**src/rtl/status_ctrl_pkg.sv**
```systemverilog
// Shared types and constants for the NZCV status write scheduler.
package status_ctrl_pkg;

  localparam int unsigned FLAG_W_DEF = 4;
  localparam int unsigned PEND_W     = 2;

  localparam int unsigned FLAG_N = 3;
  localparam int unsigned FLAG_Z = 2;
  localparam int unsigned FLAG_C = 1;
  localparam int unsigned FLAG_V = 0;

  typedef enum logic [1:0] {
    StIdle,
    StWait,
    StWrite
  } msr_state_e;

endpackage

```
**src/rtl/status_write_scheduler_if.sv**
```systemverilog
// Pipeline <-> status write scheduler signal bundle.
// Forward ports exist only when FLAG_FORWARD_EN is defined.
interface status_write_scheduler_if
  import status_ctrl_pkg::*;
#(
  parameter int unsigned FLAG_W = FLAG_W_DEF,
  parameter int unsigned PW     = PEND_W
);
  logic              i_Id_Issue;
  logic              i_Id_Cond;
  logic              i_Ex_Valid;
  logic              i_Ex_Set_Flags;
  logic [FLAG_W-1:0] i_Ex_Flags;
  logic              i_Flush;
  logic              i_Msr_Req;
  logic [FLAG_W-1:0] i_Msr_Flags;
  logic              o_Msr_Ack;
  logic              o_Status_We;
  logic [FLAG_W-1:0] o_Status_Data;
  logic              o_Stall;
  logic              o_Issue_Hold;
  logic [PW-1:0]     o_Pending;
`ifdef FLAG_FORWARD_EN
  logic              o_Fwd_Valid;
  logic [FLAG_W-1:0] o_Fwd_Flags;
`endif

  modport master (
    output i_Id_Issue, i_Id_Cond, i_Ex_Valid, i_Ex_Set_Flags, i_Ex_Flags, i_Flush,
           i_Msr_Req, i_Msr_Flags,
    input  o_Msr_Ack, o_Status_We, o_Status_Data, o_Stall, o_Issue_Hold, o_Pending
`ifdef FLAG_FORWARD_EN
    , input o_Fwd_Valid, o_Fwd_Flags
`endif
  );

  modport slave (
    input  i_Id_Issue, i_Id_Cond, i_Ex_Valid, i_Ex_Set_Flags, i_Ex_Flags, i_Flush,
           i_Msr_Req, i_Msr_Flags,
    output o_Msr_Ack, o_Status_We, o_Status_Data, o_Stall, o_Issue_Hold, o_Pending
`ifdef FLAG_FORWARD_EN
    , output o_Fwd_Valid, o_Fwd_Flags
`endif
  );

endinterface

```
**src/rtl/flag_inflight_counter.sv**
```systemverilog
// Saturating up/down counter of in-flight flag-setters with flush clear and full flag.
module flag_inflight_counter #(
  parameter int unsigned MAX = 3,
  parameter int unsigned W   = 2
) (
  input  logic         clk,
  input  logic         reset,
  input  logic         clear,
  input  logic         inc,
  input  logic         dec,
  output logic [W-1:0] count,
  output logic         full
);

  localparam logic [W-1:0] MaxCnt = W'(MAX);

  logic [W-1:0] count_q, count_d;

  always_comb begin
    count_d = count_q;
    if (clear) begin
      count_d = '0;
    end else if (inc && !dec && count_q != MaxCnt) begin
      count_d = count_q + W'(1);
    end else if (dec && !inc && count_q != '0) begin
      count_d = count_q - W'(1);
    end
  end

  always_ff @(posedge clk or posedge reset) begin
    if (reset) begin
      count_q <= '0;
    end else begin
      count_q <= count_d;
    end
  end

  assign count = count_q;
  assign full  = (count_q == MaxCnt);

endmodule

```
**src/rtl/status_write_scheduler.sv**
```systemverilog
// Sequences NZCV status writes from EX and an MSR port; tracks flag hazards for decode.
// Optional flag forwarding on the EX write cycle is enabled by defining FLAG_FORWARD_EN.
module status_write_scheduler
  import status_ctrl_pkg::*;
#(
  parameter int unsigned FLAG_W       = FLAG_W_DEF,
  parameter int unsigned MAX_INFLIGHT = 3,
  parameter int unsigned MSR_MAX_WAIT = 8
) (
  input  logic                    clk,
  input  logic                    reset,
  status_write_scheduler_if.slave bus
);

  localparam int unsigned   WaitW   = $clog2(MSR_MAX_WAIT + 1);
  localparam logic [WaitW-1:0] WaitSat = WaitW'(MSR_MAX_WAIT - 1);

  msr_state_e        state_q, state_d;
  logic [WaitW-1:0]  wait_q, wait_d;
  logic              we_q, we_d;
  logic              src_ex_q, src_ex_d;
  logic [FLAG_W-1:0] data_q, data_d;

  logic [PEND_W-1:0] pending;
  logic              full;
  logic              ex_wr;
  logic              enter_write;
  logic              issue_hold;
  logic              issue_ok;
  logic              retire;
  logic              hazard;

  assign ex_wr    = bus.i_Ex_Valid & bus.i_Ex_Set_Flags & ~bus.i_Flush;
  assign retire   = we_q & src_ex_q;
  assign issue_ok = bus.i_Id_Issue & ~issue_hold;

  assign issue_hold = full
                    | (state_q == StWrite)
                    | ((state_q == StWait) && (wait_q >= WaitSat));

  flag_inflight_counter #(
    .MAX (MAX_INFLIGHT),
    .W   (PEND_W)
  ) u_inflight (
    .clk   (clk),
    .reset (reset),
    .clear (bus.i_Flush),
    .inc   (issue_ok),
    .dec   (retire),
    .count (pending),
    .full  (full)
  );

  // MSR write only starts with nothing in flight, so it can never collide with an EX write.
  always_comb begin
    state_d     = state_q;
    wait_d      = wait_q;
    enter_write = 1'b0;
    unique case (state_q)
      StIdle: begin
        if (bus.i_Msr_Req) begin
          state_d = StWait;
          wait_d  = '0;
        end
      end
      StWait: begin
        if (wait_q != WaitSat) begin
          wait_d = wait_q + WaitW'(1);
        end
        if (pending == '0 && !bus.i_Id_Issue && !ex_wr) begin
          state_d     = StWrite;
          enter_write = 1'b1;
        end
      end
      StWrite: state_d = StIdle;
      default: state_d = StIdle;
    endcase
  end

  always_comb begin
    we_d     = ex_wr | enter_write;
    src_ex_d = ex_wr;
    data_d   = data_q;
    if (ex_wr) begin
      data_d = bus.i_Ex_Flags;
    end else if (enter_write) begin
      data_d = bus.i_Msr_Flags;
    end
  end

  always_ff @(posedge clk or posedge reset) begin
    if (reset) begin
      state_q  <= StIdle;
      wait_q   <= '0;
      we_q     <= 1'b0;
      src_ex_q <= 1'b0;
      data_q   <= '0;
    end else begin
      state_q  <= state_d;
      wait_q   <= wait_d;
      we_q     <= we_d;
      src_ex_q <= src_ex_d;
      data_q   <= data_d;
    end
  end

  assign hazard = (pending != '0) | (state_q == StWrite);

`ifdef FLAG_FORWARD_EN
  logic fwd;
  // The lone in-flight setter is on the write port now, so its flags can bypass the register.
  assign fwd             = (pending == PEND_W'(1)) & retire;
  assign bus.o_Fwd_Valid = fwd;
  assign bus.o_Fwd_Flags = data_q;
  assign bus.o_Stall     = bus.i_Id_Cond & hazard & ~fwd;
`else
  assign bus.o_Stall     = bus.i_Id_Cond & hazard;
`endif

  assign bus.o_Msr_Ack     = (state_q == StWrite);
  assign bus.o_Status_We   = we_q;
  assign bus.o_Status_Data = data_q;
  assign bus.o_Issue_Hold  = issue_hold;
  assign bus.o_Pending     = pending;

  a_no_issue_when_full : assert property (@(posedge clk) disable iff (reset)
    !(bus.i_Id_Issue && full));

endmodule

```
**src/flat_wrapper.sv**
```systemverilog
// flat-port wrapper written by rule: the top's interface ports become plain ports
module status_write_scheduler_flat import status_ctrl_pkg::*;
#(
  parameter int unsigned FLAG_W       = FLAG_W_DEF,
  parameter int unsigned MAX_INFLIGHT = 3,
  parameter int unsigned MSR_MAX_WAIT = 8
)
  (clk, reset, bus_i_Id_Issue, bus_i_Id_Cond, bus_i_Ex_Valid, bus_i_Ex_Set_Flags, bus_i_Ex_Flags, bus_i_Flush, bus_i_Msr_Req, bus_i_Msr_Flags, bus_o_Msr_Ack, bus_o_Status_We, bus_o_Status_Data, bus_o_Stall, bus_o_Issue_Hold, bus_o_Pending);
  status_write_scheduler_if #(.FLAG_W(FLAG_W), .PW(2)) bus_i ();
  input  logic clk;
  input  logic reset;
  input wire logic [$bits(bus_i.i_Id_Issue)-1:0] bus_i_Id_Issue;
  input wire logic [$bits(bus_i.i_Id_Cond)-1:0] bus_i_Id_Cond;
  input wire logic [$bits(bus_i.i_Ex_Valid)-1:0] bus_i_Ex_Valid;
  input wire logic [$bits(bus_i.i_Ex_Set_Flags)-1:0] bus_i_Ex_Set_Flags;
  input wire logic [$bits(bus_i.i_Ex_Flags)-1:0] bus_i_Ex_Flags;
  input wire logic [$bits(bus_i.i_Flush)-1:0] bus_i_Flush;
  input wire logic [$bits(bus_i.i_Msr_Req)-1:0] bus_i_Msr_Req;
  input wire logic [$bits(bus_i.i_Msr_Flags)-1:0] bus_i_Msr_Flags;
  output wire logic [$bits(bus_i.o_Msr_Ack)-1:0] bus_o_Msr_Ack;
  output wire logic [$bits(bus_i.o_Status_We)-1:0] bus_o_Status_We;
  output wire logic [$bits(bus_i.o_Status_Data)-1:0] bus_o_Status_Data;
  output wire logic [$bits(bus_i.o_Stall)-1:0] bus_o_Stall;
  output wire logic [$bits(bus_i.o_Issue_Hold)-1:0] bus_o_Issue_Hold;
  output wire logic [$bits(bus_i.o_Pending)-1:0] bus_o_Pending;
  assign bus_i.i_Id_Issue = bus_i_Id_Issue;
  assign bus_i.i_Id_Cond = bus_i_Id_Cond;
  assign bus_i.i_Ex_Valid = bus_i_Ex_Valid;
  assign bus_i.i_Ex_Set_Flags = bus_i_Ex_Set_Flags;
  assign bus_i.i_Ex_Flags = bus_i_Ex_Flags;
  assign bus_i.i_Flush = bus_i_Flush;
  assign bus_i.i_Msr_Req = bus_i_Msr_Req;
  assign bus_i.i_Msr_Flags = bus_i_Msr_Flags;
  assign bus_o_Msr_Ack = bus_i.o_Msr_Ack;
  assign bus_o_Status_We = bus_i.o_Status_We;
  assign bus_o_Status_Data = bus_i.o_Status_Data;
  assign bus_o_Stall = bus_i.o_Stall;
  assign bus_o_Issue_Hold = bus_i.o_Issue_Hold;
  assign bus_o_Pending = bus_i.o_Pending;
  status_write_scheduler #(.FLAG_W(FLAG_W), .MAX_INFLIGHT(MAX_INFLIGHT), .MSR_MAX_WAIT(MSR_MAX_WAIT)) u_core (.clk(clk), .reset(reset), .bus(bus_i));
endmodule
```
**config.mk**
```make
export PLATFORM = sky130hd
export DESIGN_NAME = status_write_scheduler_flat
export DESIGN_NICKNAME = d
export VERILOG_FILES = /design/src/rtl/status_ctrl_pkg.sv /design/src/rtl/status_write_scheduler_if.sv /design/src/rtl/flag_inflight_counter.sv /design/src/rtl/status_write_scheduler.sv /design/src/flat_wrapper.sv
export SDC_FILE = /design/constraint.sdc
export NUM_CORES = 1
export LEC_CHECK = 0
export ABC_AREA = 0
export CAP_MARGIN = 20
export CELL_PAD_IN_SITES_DETAIL_PLACEMENT = 1
export CELL_PAD_IN_SITES_GLOBAL_PLACEMENT = 1
export CORE_MARGIN = 2
export CORE_UTILIZATION = 43
export CTS_BUF_LIST = sky130_fd_sc_hd__clkbuf_8
export DETAILED_ROUTE_END_ITERATION = 6
export DONT_BUFFER_PORTS = 1
export PLACE_DENSITY_LB_ADDON = 0.1
export SLEW_MARGIN = 25
export SYNTH_ARGS = -nofsm -noshare
export SYNTH_HDL_FRONTEND = slang
export SYNTH_SLANG_ARGS = --single-unit
```
**constraint.sdc**
```tcl
create_clock -name clk -period 2.1 [get_ports clk]
set_clock_uncertainty 0.15 [all_clocks]
set_input_delay 0.21 -clock clk [delete_from_list [all_inputs] [get_ports clk]]
set_output_delay 0.21 -clock clk [all_outputs]
set_load 0.01 [all_outputs]
```
Word level (Yosys, flattened, before mapping):

Index checks and enable logic that the tools add are counted.

* memory bits (read-only): 0
* memory bits (writable): 0
* bits in registers: 14
* input port bits: 16
* memories: 0
* latch bits: 0

* $lt $le $gt $ge: 1
* multiply operators: 0
* mux-type cells: 13
* bitwise gates (word level): 11
* add/sub/neg operators: 3
* equality and inequality tests: 8
* divide/modulo/power cells: 0
* reductions and logical operators: 19
* shift-type cells: 0

Operators with widths (count)
* $mux 4: 4
* $mux 2: 5
* $ne 2x2->1 const B: 4
* $pmux 4 s2: 1
* $logic_and 1x1->1: 7
* $reduce_bool 2->1: 3
* $and 1x1->1: 5
* $add 4x1->4 const B: 1
* $eq 2x2->1 const B: 2
* $ge 4x3->1 const B: 1
* $logic_not 1->1: 4
* $logic_not 2->1: 2
* $ne 4x3->1 const B: 1
* $or 1x1->1: 4
* $pmux 2 s2: 1
* $reduce_and 3->1: 1
* $reduce_bool 3->1: 1
* $add 2x1->2 const B: 1
* $eq 2x1->1 const B: 1
* $mux 1: 2
* $not 1->1: 2
* $reduce_and 2->1: 1
* $sub 2x1->2 const B: 1

Depth between registers and ports, before layout:

Gate-level depths: netlist (run 1).

* depth in word-level cells: 11
* mapped depth: 5
* gate-level depth less buffers: 5

Cells and area by module:

Synthesis (run 1) repeated with hierarchy kept, for this count alone.

* cells, all modules: 85
* area, all modules: 782.0 um2

By module, submodules not included
* status_write_scheduler: cells each 70, area an instance 651.9 um2, seq. area each 300.3 um2, times used 1
* flag_inflight_counter: cells each 15, area an instance 130.1 um2, seq. area each 50.0 um2, times used 1

Worst setup path after synthesis (run 1):

Ideal clock, no wire load.

* path kind: reg2reg
* from: register u_core.wait_q[0]
* to: register u_core.u_inflight.count_q[0] (netlist: u_core.u_inflight.count[0])
* stages on the path, launching flop included: 6
* path slack: 0.106 ns
* buffers on the path: 0
* period minus slack after synthesis: 1.994 ns
* arrival time: 1.762 ns
* cell sequence: dfrtp_1 ha_1 a21o_1 a2111o_1 or3b_1 a31oi_1

* longest elaborated chain between the ends: 9
* elaborated cells on any way between the ends: 13

Ends and longest elaborated chain
* start, declared: RTL line status_write_scheduler.sv:19 `logic [WaitW-1:0] wait_q, wait_d;`
* start signal, assigned: RTL line status_write_scheduler.sv:100 `wait_q <= wait_d;`
* $ge 4x3->1 *: RTL line status_write_scheduler.sv:39 `| ((state_q == StWait) && (wait_q >= WaitSat));`
* $logic_and 1x1->1 *: RTL line status_write_scheduler.sv:39
* $or 1x1->1 *: RTL line status_write_scheduler.sv:39
* $not 1->1 *: RTL line status_write_scheduler.sv:35 `assign issue_ok = bus.i_Id_Issue & ~issue_hold;`
* $and 1x1->1 *: RTL line status_write_scheduler.sv:35
* $logic_and 1x1->1 / $logic_not 1->1 (equally long branches): RTL line flag_inflight_counter.sv:23, flag_inflight_counter.sv:25
* $logic_and 1x1->1 (on tied branches): RTL line flag_inflight_counter.sv:23, flag_inflight_counter.sv:25
* $mux 2 / $logic_and 1x1->1 (equally long branches): RTL line flag_inflight_counter.sv:23, flag_inflight_counter.sv:25
* $mux 2 / $reduce_bool 3->1 (equally long branches)
* end signal, assigned: RTL line flag_inflight_counter.sv:34 `count_q <= count_d;`
* end, declared: RTL line flag_inflight_counter.sv:17 `logic [W-1:0] count_q, count_d;`

Every way passes the cells marked *; elsewhere a longest branch is shown, timed or not.
A chain may end at the register's enable or synchronous reset.

Worst setup path after layout (run 1):

Ends and elaborated chain as after synthesis.

==> results of run 1 <==
registers in the layout (all words and copies together) (netlist names):
signal / count
u_core.bus.o_Status_We: 1
u_core.wait_q: 4
u_core.src_ex_q: 1
u_core.bus.o_Status_Data: 4
u_core.u_inflight.count: 2
u_core.state_q: 2
worst max-delay path, stage by stage (launching register included):
cell and delay (ns):
dfrtp_1 0.40, ha_1 0.22, a21o_1 0.19, a2111o_1 0.42
or3b_1 0.35, a31oi_1 0.17
logic make-up after synthesis:
| logic type | share of synthesized area |
|---|---|
| muxes | 0.08222 |
| AOI/OAI and AO/OA | 0.2030 |
| and+or+nand+nor | 0.1930 |
| buffers and inverters | 0.03523 |
| adders and majority gates | 0.01678 |
| DFF | 0.4698 |
area by class of cell:
type | count | area, sq um | area share
clock buffers | 4 | 55.05 | 0.06395
inverters | 4 | 15.01 | 0.01744
multi-input cells | 52 | 369.1 | 0.4288
flip-flops and latches | 14 | 350.3 | 0.4070
well taps | 17 | 21.27 | 0.02471
repair buffers | 6 | 50.05 | 0.05814
how the worst max path moves through the flow:
stage / startpoint / endpoint / slack [ns] / depth (start not counted)
6_report: u_core.wait_q[0] / u_core.u_inflight.count[0] / 0.12 / 5
3_3_place_gp: u_core.wait_q[0] / u_core.u_inflight.count[0] / 0.16 / 5
2_1_floorplan: u_core.wait_q[0] / u_core.u_inflight.count[0] / 0.11 / 5
3_5_place_dp: u_core.wait_q[0] / u_core.u_inflight.count[0] / 0.10 / 5
5_1_grt: u_core.wait_q[0] / u_core.u_inflight.count[0] / 0.01 / 5
4_1_cts: u_core.wait_q[0] / u_core.u_inflight.count[0] / 0.09 / 5
timing repair:
item                       CTS  global route
hold endpoints to repair    16             0
buffers inserted             0             1
hold buffers                 2             0
setup endpoints to repair    0             1
routing by layer:
metal | share of wire | wire, microns | vias to the layer above
li1 | - | - | 280
met1 | 0.44 | 672 | 286
met2 | 0.50 | 763 | 14
met3 | 0.048 | 74 | 4
met4 | 0.016 | 25 | 0
met5 | 0 | 0 | -
cell usage after synthesis:
master	number
dfrtp_1	14
nand2_1	6
mux2i_1	5
o21ai_0	5
a21oi_1	4
a22o_1	4
inv_1	3
a21o_1	2
a31oi_1	2
and2_1	2
and3_1	2
nor2_1	2
nor2b_4	2
o21bai_1	2
a2111o_1	1
a211o_1	1
and3b_1	1
buf_6	1
ha_1	1
inv_2	1
mux2_2	1
nand2b_1	1
nand3_1	1
nand3b_1	1
nand4_1	1
nor3_1	1
nor3b_1	1
nor4_1	1
o31a_1	1
or3b_1	1
cell usage in the layout (no fill, tap or decap), drive strengths merged:
cell	count
a2111o	1
a211o	1
a21o	2
a21oi	4
a22o	4
a31oi	2
and2	2
and3	2
and3b	1
buf	4
clkbuf	4
dfrtp	14
dlygate4sd3	2
ha	1
inv	4
mux2	1
mux2i	5
nand2	6
nand2b	1
nand3	1
nand3b	1
nand4	1
nor2	2
nor2b	2
nor3	1
nor3b	1
nor4	1
o21ai	5
o21bai	2
o31a	1
or3b	1
power breakdown:
part / total [uW] / switching, uW / internal (uW)
registers: 512 / 139 / 373
logic: 397 / 186 / 211
clock network: 265 / 98.6 / 166
total: 1170 / 423 / 751
stage by stage:
step	util	hold slack [ns]	std cells
5_1_grt	0.5154	0.02346	97
3_3_place_gp	0.4659	0.01510	90
3_5_place_dp	0.4659	0.01217	90
2_1_floorplan	-	-0.05078	71
4_1_cts	0.5109	0.02126	96
6_report	0.5154	0.01348	97
==> results.md, run 1 <==
* Status: completed
* Initial Util at 0.4464
* R2R cell count at 5
* Worst hold endpoint: u_core.bus.o_Status_Data[2]
* Place WS at 0.1024 ns
* Area leader, netlist: dfrtp_1
* Register area share after synthesis at 0.4698
* Max Slew Vio Count at 0
* GRT met2 Usage at 0.2620
* Routed Antenna Nets at 0
* Vias at 584
* RR Endpoint: u_core.u_inflight.count[0]
* Unrepaired setup endpoints after global routing: false
* Share of post-route cells with drive strength above 1 at 0.1500
* Slew headroom at 0.6134
* Post-CTS Resized at 0
* Top Ports at 26
* Worst Path Arrival at 2.00 ns
* Reg2reg setup slack at 0.12 ns
* First-pass GRT wire length at 2622 microns
* Port bufs at 0
* Final Setup Violations at 0
* CP Class: reg2reg
* ANT cells at 0
* Vias per inst at 6.021
* Post-layout min period at 1.983 ns
* Vias in the first global route at 582
* Worst setup margin at 0.1167 ns
* Die X at 45.65 microns
* CP Max Fanout at 3
* Met1 GRT Util at 0.2443
* VDD IR max at 0.7320 mV
* Reg clk slew, reported paths at 0.06 ns
* Yosys cell types at 30
* Syn nets at 88
* Reg-to-reg critical path startpoint: u_core.wait_q[0]
* Period utilization at 0.9444
* Routed WL per cell at 15.82 microns
* Fin area at 860.8 sq um
* F_max at 504.2 MHz
* Top Usage Layer GRT: met2
* Hold Crit Start: bus_i_Msr_Flags[2]
* Die height at 45.65 microns
* PD cells at 1364 nW/um^2
* Remaining Overflow, GRT at 0
* Post-Synthesis Cell Area at 745.7 sq um
* Sink Count at 14
* Met3 Use GR at 0.05159
* Routability cong. at 0.7894
* CTS max path bufs at 2
* Area contributors post-synth: dfrtp_1, mux2i_1, a22o_1
* TritonCTS buffer count at 3
* Hold Path Class: in2reg
* Top cell type's share of synthesized area at 0.4698
* Die area at 2083 sq um
* Final Hold Vio Count at 0
* Hold Crit Depth at 2
* Gr usage total at 0.1803
* Critical path data required time at 2.12 ns
* Post-Place Cell Area at 778.2 sq um
* H-tree Lvls at 1
* Area Growth Syn to Fin at 15.44%
* Layout Nets at 98
* Root buffer cell: clkbuf_8
* Cell leakage power at 0.0004306 uW
* DRC at 0
* Row count at 15
* Register bit count reported by yosys at 14
* Yosys warnings at 0
* PnR Total Power at 1174 uW
* Hpwl dp at 1146 microns
* Initial antenna violation count at 0
* Cells after Synth at 71
* Worst setup EP type: register
* CTS tree: built
* Worst-Skew Late Latency at 0.25 ns
* Post-Route WL at 1535 microns
* Final TNS setup at 0 ns
* Max-cap violation count at 0
* Slew @ Worst Pin at 0.5799 ns
* Core ar. at 1670 sq um
* Largest net degree at the start of global routing at 15
* Initial DRC count at 6
* Syn Area/Cell at 10.50 sq um
* Fillers at 190
* Critical path launch point type: register
* DRT Pass-1 Iters at 2
(Power assumes the default switching activity.)
==> run 2, diff against run 1 <==
--- a/config.mk
+++ b/config.mk
@@ -10,12 +10,13 @@
 export CELL_PAD_IN_SITES_DETAIL_PLACEMENT = 1
 export CELL_PAD_IN_SITES_GLOBAL_PLACEMENT = 1
 export CORE_MARGIN = 2
-export CORE_UTILIZATION = 43
+export CORE_UTILIZATION = 42
 export CTS_BUF_LIST = sky130_fd_sc_hd__clkbuf_8
 export DETAILED_ROUTE_END_ITERATION = 6
 export DONT_BUFFER_PORTS = 1
-export PLACE_DENSITY_LB_ADDON = 0.1
+export PLACE_DENSITY = 0.73
 export SLEW_MARGIN = 25
 export SYNTH_ARGS = -nofsm -noshare
 export SYNTH_HDL_FRONTEND = slang
+export SYNTH_HIERARCHICAL = 1
 export SYNTH_SLANG_ARGS = --single-unit
==> run 2 against run 1 <==
Net effect: register-to-register slack got worse by 0.03 ns; clock power hardly changed; final cell count up 26%; setup slack got worse by 0.032 ns; non-clock buffer count up 4; first-iteration DRC count grew to 3.2 times the previous value; synthesized area rose by 4.9%; clock-buffer cell count unchanged; sequential share of layout area is 4.3 points lower; largest cell class unchanged.
==> results.md, run 2 <==
* Yosys warnings at 6 (was 0)
* VDD IR max at 0.5649 mV (was 0.7320 mV)
* Critical path data required time at 2.08 ns (was 2.12 ns)
* Sink Count at 14 (unchanged)
* Die height at 47.15 microns (was 45.65 microns)
* Routed Antenna Nets at 0 (unchanged)
* Share of post-route cells with drive strength above 1 at 0.1443 (was 0.1500)
* Vias per inst at 5.631 (was 6.021)
* Routed WL per cell at 16.08 microns (was 15.82 microns)
* Most common cell after layout, fill and taps aside: dfrtp_1 (unchanged)
* Cells after Synth at 85 (was 71)
* Final TNS setup at 0 ns (unchanged)
* Reg2reg setup slack at 0.09 ns (was 0.12 ns)
* Post-layout min period at 2.015 ns (was 1.983 ns)
* F_max at 496.3 MHz (was 504.2 MHz)
* PD cells at 1187 nW/um^2 (was 1364 nW/um^2)
* Largest net degree at the start of global routing at 13 (was 15)
* Count leader, synth: dfrtp_1 (unchanged)
* TritonCTS buffer count at 3 (unchanged)
* Row count at 15 (unchanged)
* Vias at 687 (was 584)
* Share of flip-flops with an asynchronous set or reset at 1.000 (unchanged)
* Period utilization at 0.9594 (was 0.9444)
* Syn nets at 102 (was 88)
* Max Slew Vio Count at 0 (unchanged)
* Die area at 2223 sq um (was 2083 sq um)
* Main flop type after synthesis: dfrtp_1 (unchanged)
* CTS max path bufs at 2 (unchanged)
* CP Max Fanout at 8 (was 3)
* Critical Path Max Stage Delay at 0.58 ns (was 0.42 ns)
* Post-route insts no fill at 122 (was 97)
* Final Hold Vio Count at 0 (unchanged)
* ANT cells at 0 (unchanged)
* Post-synth EDFFs at 0 (unchanged)
* Status: completed (unchanged)
* Syn Area/Cell at 9.200 sq um (was 10.50 sq um)
* Post-Route WL at 1962 microns (was 1535 microns)
* Layout Nets at 115 (was 98)
* Most frequent cells in the layout: dfrtp_1, dlygate4sd3_1, o21ai_0, nor2_1 (was dfrtp_1, nand2_1, o21ai_0, mux2i_1)
* Crit path buffers/inverters at 1 (was 0)
* Remaining Overflow, GRT at 0 (unchanged)
* Cells after DPL at 108 (was 90)
* Cells along the critical path: or3_4, o21ai_0, a31oi_1, dlygate4sd3_1 (was ha_1, a21o_1, a2111o_1, or3b_1, a31oi_1)
* Worst Path Arrival at 2.00 ns (about the same)
* H-tree Lvls at 1 (unchanged)
* # Post-CTS Setup Buffers at 0 (unchanged)
* Critical path launch point type: register (unchanged)
* Die X at 47.15 microns (was 45.65 microns)
* Unrepaired setup endpoints after global routing: false (unchanged)
* Initial antenna violation count at 0 (unchanged)
* Cell leakage power at 0.0004197 uW (was 0.0004306 uW)
* Area contributors post-synth: dfrtp_1, o21ai_0, nand3_1 (was dfrtp_1, mux2i_1, a22o_1)
* DRC at 0 (unchanged)
* Initial DRC count at 19 (was 6)
* Reg clk slew, reported paths at 0.06 ns (about the same)
* Slew @ Worst Pin at 0.4685 ns (was 0.5799 ns)
* Vias in the first global route at 709 (was 582)
* Top cell type's share of synthesized area at 0.4480 (was 0.4698)
* CTS tree: built (unchanged)
* Port bufs at 0 (unchanged)
* Post-Synthesis Cell Area at 782.0 sq um (was 745.7 sq um)
* DRT Pass-1 Iters at 4 (was 2)
* Hold Path Class: in2reg (unchanged)
* Slew headroom at 0.6873 (was 0.6134)
* Worst-Skew Late Latency at 0.25 ns (about the same)
* Gr usage total at 0.2187 (was 0.1803)
* Yosys cell types at 30 (unchanged)
* CP Class: reg2reg (unchanged)
* Worst path slowest cell: dlygate4sd3_1 (was a2111o_1)
* Routability cong. at 0.7918 (was 0.7894)
* Area leader, netlist: dfrtp_1 (unchanged)
* Max-cap violation count at 0 (unchanged)
* Initial Util at 0.4480 (was 0.4464)
* Register area share after synthesis at 0.4480 (was 0.4698)
* Core ar. at 1745 sq um (was 1670 sq um)
* Most instantiated cells after synthesis: dfrtp_1, nor2_1, o21ai_0 (was dfrtp_1, nand2_1, mux2i_1, o21ai_0)
* First-pass GRT wire length at 3291 microns (was 2622 microns)
* Top delay family on crit path: buffers and inverters (was compound AO/OA/AOI/OAI gates)
* Top Ports at 26 (unchanged)
* Worst setup EP type: register (unchanged)
* Register bit count reported by yosys at 14 (unchanged)
* Final Setup Violations at 0 (unchanged)
* Hpwl dp at 1297 microns (was 1146 microns)
* Root buffer cell: clkbuf_8 (unchanged)
* Area Growth Syn to Fin at 24.00% (was 15.44%)
[run 2: cell types whose count changed in the layout (fill, tap and decap cells not counted), sizes merged, moves of 3 or more]
cell / previous run / this run
a31oi: 2 / 5
a22o: 4 / 0
mux2i: 5 / 2
nand3: 1 / 7
dlygate4sd3: 2 / 10
inv: 4 / 7
buf: 4 / 0
nor2: 2 / 8
o21ai: 5 / 8
[run 2: layout make-up]
cell class	instances	area [sq um]
fill	205	775.7
multi-input combinational	62	404.1
timing repair buffer	10	100.1
inverter	7	26.28
sequential	14	352.8
clock buffer	4	55.05
tap	25	31.28
[run 2: per-stage QoR]
stage | total power, uW | area [sq um] | hold slack [ns] | util | setup WS, ns
2_1_floorplan | 750.8 | 782.0 | -0.1988 | - | 0.4232
3_3_place_gp | 818.7 | 804.5 | -0.1952 | 0.4609 | 0.3546
3_5_place_dp | 835.7 | 804.5 | -0.1916 | 0.4609 | 0.2981
4_1_cts | 1145 | 959.7 | 0.03481 | 0.5498 | 0.01996
5_1_grt | 1228 | 969.7 | 0.06264 | 0.5556 | 0.009867
6_report | 1151 | 969.7 | 0.03270 | 0.5556 | 0.08517
[run 2: where the power goes]
group / total (uW) / internal (uW) / switching (uW)
clock: 268 / 166 / 102
sequential: 500 / 363 / 137
combinational: 382 / 178 / 204
total: 1150 / 708 / 443
[run 2: cell families (layout without fill, tap and decap cells)]
logic type / count (synthesis) / after routing / share of synthesized area
AND/OR/NAND/NOR: 33 / 33 / 0.2368
AO/OA/AOI/OAI: 24 / 24 / 0.2032
flip-flops: 14 / 14 / 0.4480
buffers and inverters: 9 / 21 / 0.04480
multiplexers: 3 / 3 / 0.04000
adder cells (fa/ha/maj): 1 / 1 / 0.01600
XOR/XNOR: 1 / 1 / 0.01120
[run 2: what timing repair did]
| item | CTS | global route |
|---|---|---|
| hold buffers | 10 | 0 |
| setup endpoints to repair | 0 | 1 |
| resized for setup | 0 | 4 |
| hold endpoints to repair | 20 | 0 |
[run 2: worst paths after layout]
path	startpoint	endpoint	depth (start not counted)
worst min register to register	u_core/wait_q[1]	u_core/wait_q[1]	2
worst max-delay path	u_core/u_inflight/count[1]	u_core/bus.o_Status_Data[2]	4
worst max register to register	u_core/u_inflight/count[1]	u_core/bus.o_Status_Data[2]	4
max in group asynchronous	reset	u_core/src_ex_q	2
min in group asynchronous	reset	u_core/u_inflight/count[1]	2
worst min-delay path	bus_i_Id_Issue	u_core/state_q[1]	3
[run 2: layer usage]
metal  share of wire  GRT usage  up-vias  wire length, microns
li1                -          -      327                     -
met1            0.43     0.2734      332                   836
met2            0.51     0.3616       23                   993
met3           0.050    0.04615        5                    99
met4           0.016     0.1000        0                    32
met5               0          0        -                     0
[run 2: worst register-to-register path, stage by stage (launching register included)]
cell           delay, ns
dfrtp_2             0.48
or3_4               0.43
o21ai_0             0.17
a31oi_1             0.10
dlygate4sd3_1       0.58
